===== src/rtl/vram_arbiter.sv =====
// VRAM arbiter: owns a 64 x 2-bit map and serves one access per cycle to either the
// display scanner or the game logic. The game port gets a forced grant after a run of
// lost conflicts, and a clear request wipes the map one cell per cycle.
module vram_arbiter #(
  parameter int unsigned STARVE_LIMIT = 4
) (
  input  logic       clk,
  input  logic       nrst,
  input  logic       disp_req,
  input  logic [5:0] disp_addr,
  output logic [1:0] disp_data,
  output logic       disp_valid,
  input  logic       game_req,
  input  logic       game_we,
  input  logic [5:0] game_addr,
  input  logic [1:0] game_wdata,
  output logic       game_ack,
  output logic [1:0] game_rdata,
  input  logic       clear_req,
  output logic       busy
);

  localparam logic [3:0] Limit = 4'(STARVE_LIMIT);

  typedef enum logic [0:0] {StServe, StClear} state_e;

  state_e           state_q, state_d;
  logic [5:0]       clr_cnt_q, clr_cnt_d;
  logic [3:0]       starve_q, starve_d;
  logic [63:0][1:0] mem_q, mem_d;
  logic             disp_valid_q, disp_valid_d;
  logic [1:0]       disp_data_q, disp_data_d;
  logic             game_ack_q, game_ack_d;
  logic [1:0]       game_rdata_q, game_rdata_d;
  logic             grant_disp, grant_game;

  // Arbitration, starvation tracking, clear sequencing and the map write port.
  always_comb begin
    state_d    = state_q;
    clr_cnt_d  = clr_cnt_q;
    starve_d   = starve_q;
    mem_d      = mem_q;
    grant_disp = 1'b0;
    grant_game = 1'b0;
    unique case (state_q)
      StServe: begin
        if (clear_req) begin
          // Clear outranks both requesters; no grant this cycle.
          state_d   = StClear;
          clr_cnt_d = '0;
        end else begin
          grant_disp = disp_req & ~(game_req & (starve_q == Limit));
          grant_game = game_req & ~grant_disp;
          if (game_req && grant_disp) begin
            if (starve_q < Limit) begin
              starve_d = starve_q + 4'd1;
            end
          end else begin
            starve_d = '0;
          end
        end
      end
      StClear: begin
        mem_d[clr_cnt_q] = 2'b00;
        clr_cnt_d        = clr_cnt_q + 6'd1;
        if (clr_cnt_q == 6'd63) begin
          state_d = StServe;
        end
      end
    endcase
    if (grant_game && game_we) begin
      mem_d[game_addr] = game_wdata;
    end
  end

  // Read data is captured at the grant edge; the data outputs hold between pulses.
  always_comb begin
    disp_valid_d = grant_disp;
    game_ack_d   = grant_game;
    disp_data_d  = disp_data_q;
    game_rdata_d = game_rdata_q;
    if (grant_disp) begin
      disp_data_d = mem_q[disp_addr];
    end
    if (grant_game && !game_we) begin
      game_rdata_d = mem_q[game_addr];
    end
  end

  // State, map and output registers; reset wipes the whole map at once.
  always_ff @(posedge clk or negedge nrst) begin
    if (!nrst) begin
      state_q      <= StServe;
      clr_cnt_q    <= '0;
      starve_q     <= '0;
      mem_q        <= '0;
      disp_valid_q <= 1'b0;
      disp_data_q  <= '0;
      game_ack_q   <= 1'b0;
      game_rdata_q <= '0;
    end else begin
      state_q      <= state_d;
      clr_cnt_q    <= clr_cnt_d;
      starve_q     <= starve_d;
      mem_q        <= mem_d;
      disp_valid_q <= disp_valid_d;
      disp_data_q  <= disp_data_d;
      game_ack_q   <= game_ack_d;
      game_rdata_q <= game_rdata_d;
    end
  end

  assign disp_valid = disp_valid_q;
  assign disp_data  = disp_data_q;
  assign game_ack   = game_ack_q;
  assign game_rdata = game_rdata_q;
  assign busy       = (state_q == StClear);

endmodule


===== config.mk =====
export PLATFORM = sky130hd
export DESIGN_NAME = vram_arbiter
export DESIGN_NICKNAME = d
export VERILOG_FILES = /design/src/rtl/vram_arbiter.sv
export SDC_FILE = /design/constraint.sdc
export NUM_CORES = 1
export LEC_CHECK = 0
export ABC_AREA = 1
export CORE_MARGIN = 2
export CORE_UTILIZATION = 62
export DETAILED_ROUTE_END_ITERATION = 10
export PLACE_DENSITY = 0.77
export SLEW_MARGIN = 20
export SYNTH_ARGS = -nofsm -noshare
export SYNTH_HDL_FRONTEND = slang
export SYNTH_SLANG_ARGS = --single-unit

===== constraint.sdc =====
create_clock -name clk -period 2.58 [get_ports clk]
set_clock_uncertainty 0.2 [all_clocks]
set_input_delay 0.387 -clock clk [delete_from_list [all_inputs] [get_ports clk]]
set_output_delay 0.387 -clock clk [all_outputs]
set_load 0.005 [all_outputs]

==> flow_metrics.tcl <==
set metrics [dict create \
    regToRegSetupSlack_ps 280 \
    grt_usage_pct 41.44 \
    synth_cells 1483 \
    max-slew-margin-rel_pct 45.71 \
    overflow 0 \
    min_from "game_wdata[1]" \
    die_w_um 126.7 \
    cellPowerDensity_nw_per_um2 879.3 \
    final_util_pct 72.60 \
    critPathSlowestCell "dfrtp_1" \
    fp.coreArea_um2 14640 \
    arrival_ps 2420 \
    drtIter0Drc 1329 \
    ioPinCount 27 \
    final_max_slew_viol_count 0 \
    dr.pass1.iters 6 \
    synthesis.area_um2 9336 \
    hold_path.class "in -> reg" \
    path_clk_slew_ps 70 \
    routed-via-count 10230 \
    htree_levels 4 \
    cts_root_buf "clkbuf_16" \
    cts_sinks 145 \
    reg2reg_to "mem_q[39]" \
    dieArea_um2 16060 \
    startpoint_type "flop" \
    drive_gt1_share_pct 7.359 \
    crit_chain "inv_1, nor2_1, inv_1, nor2_1, inv_1, o21ai_0, o21ai_0" \
    drv_cap 0 \
    antenna_cells 0 \
    antenna_found_initial 0 \
    clock_latency_ps 440 \
    syn2layout_area_growth_pct 13.87 \
    seq_area_frac_synth_pct 38.86 \
    finalCritPeriodShare_pct 89.09 \
    critPathMaxFanout 7 \
    rsz0062_at_grt "false" \
    avgViaCountPerCell 5.999 \
    nets 1532 \
    finalSetupViolations 0 \
    ant_nets 0 \
    max_stage_delay_ps 530 \
    cts_tree "built" \
    grt_pass1_vias 9553 \
    max_freq_mhz 435.1 \
    period_needed_ps 2298 \
    ys_warn_count 0 \
    criticalPathCategory "reg -> reg" \
    holdPathEnd "mem_q[45]" \
    max-clock-path-buffers 2 \
    r2r_start "clr_cnt_q[0]" \
    hold_path_depth 4 \
    power_leakage_nw 4.998 \
    cts_resized 0 \
    syn_avg_cell_area_um2 6.296 \
    ir_worst_vdd_mv 0.6887 \
    rows 44 \
    synth_top_area_share_pct 38.86 \
    syn_nets 1506 \
    fin_setup_tns_ps 0 \
    final_common_cell "nand2_1" \
    dieHeight_um 126.7 \
    path_common_cell "inv_1" \
    critical_path_required_ps 2700 \
    finalHoldViolations 0 \
    r2r_cells 7 \
    yosysUniqueCellTypes 27 \
    grt_start_max_net_pins 68 \
    synth-seq-cells 145 \
    yosys.area.top_type "dfrtp_1" \
    max_slew.worst_pin.slew_ps 813.5 \
    drc 0 \
    wire_per_inst_um 18.88 \
    place.gp.congestion 0.9760 \
    grt_first_pass_wirelength_mm 51.18 \
    dp_hpwl_mm 21.96 \
    cts_buffers 17 \
    routed_wl_mm 32.21 \
    port_buffers 26 \
    final_cell_mix "nand2_1 (658), o21ai_0 (183), dfrtp_1 (145), nand3_1 (129), nor2_1 (108)" \
    outcome "finished, final reports clean" \
    synth_area_leaders "dfrtp_1 (39%), nand2_1 (26%), o21ai_0 (9.8%), nand3_1 (6.9%), nor2_1 (4.3%)" \
    cp-end-kind "flop" \
    initial_core_util_pct 63.76 \
]
[state kept, by name (all words and copies together) (netlist names)]
name,count
disp_data,2
disp_valid,1
busy,1
clr_cnt_q,6
starve_q,4
game_ack,1
game_rdata,2
mem_q,128
[final cells by class]
class | instances | area [µm²]
Clock inverter | 14 | 201.4
Tap cell | 184 | 230.2
Fill cell | 1245 | 4013
Clock buffer | 18 | 429.2
Multi-Input combinational cell | 1177 | 5059
Sequential cell | 145 | 3628
Timing Repair Buffer | 74 | 729.5
Inverter | 94 | 354.1
[kinds of logic (layout without fill, tap and decap cells)]
group,after synthesis,after routing,synth area share (%)
fa+ha+maj,3,3,0.4021
flops,145,145,38.86
simple gates,938,938,40.98
buf+inv,161,200,6.955
compound gates,236,236,12.80
[routing by layer]
metal,vias to the layer above,wire length [µm],global-route usage [%]
met4,0,1549,19.84
li1,4777,-,-
met2,686,13820,61.97
met5,-,0,0
met1,4653,12890,56.82
met3,118,3940,10.50
[stage by stage]
step / instances / worst slack, ps / instance area (µm²) / total power (W) / hold slack (ps)
CTS: 1706 / 354.1 / 10630 / 0.009223 / 258.0
floorplan: 1483 / 762.3 / 9336 / 0.005413 / -108.6
detailed placement: 1673 / 81.57 / 9991 / 0.006521 / 243.3
finish: 1706 / 281.5 / 10630 / 0.009348 / 265.4
global placement: 1673 / 95.41 / 9991 / 0.006458 / 236.0
global route: 1706 / 158.6 / 10630 / 0.009889 / 285.6
[report_power, final]
part | switching (W) | internal, W
Clock | 0.00107 | 0.00163
Combinational | 0.00192 | 0.00102
Sequential | 0.000674 | 0.00303
[how the worst max path moves through the flow]
stage / endpoint / start / slack, ps / cells after the start
floorplan: mem_q[44] / starve_q[0] / 760 / 12
finish: mem_q[39] / clr_cnt_q[0] / 280 / 7
global placement: disp_data[1] / disp_addr[2] / 100 / 10
CTS: busy / busy / 350 / 1
detailed placement: mem_q[27] / game_req / 80 / 11
global route: mem_q[79] / starve_q[0] / 160 / 12
[what timing repair did]
item | in CTS | in global routing
buffers inserted | 0 | 0
hold buffers | 1 | 0
endpoints found under the hold margin | 64 | 0
[cell usage after synthesis]
cell / n
o21ai_1: 2
buf_6: 2
dfrtp_1: 145
nand3_1: 129
nor2_8: 1
nand2_2: 9
o21ai_0: 183
o21a_1: 1
inv_1: 89
buf_4: 2
clkinv_2: 1
nor2_2: 5
buf_1: 3
a22o_1: 1
inv_2: 4
nor2_4: 8
o22ai_1: 6
a21oi_1: 43
ha_1: 3
nor3_2: 1
clkbuf_1: 43
nor3_1: 17
nand2_1: 658
nand4_1: 1
nor2_1: 108
or2_1: 1
buf_2: 17
[worst max-delay path, delay by kind of cell (launching register included)]
| kind | cells | cell delay, ps |
|---|---|---|
| compound gates | 2 | 320 |
| flops | 1 | 530 |
| buf+inv | 3 | 550 |
| simple gates | 2 | 570 |
Power figures use the tool's default switching activity.
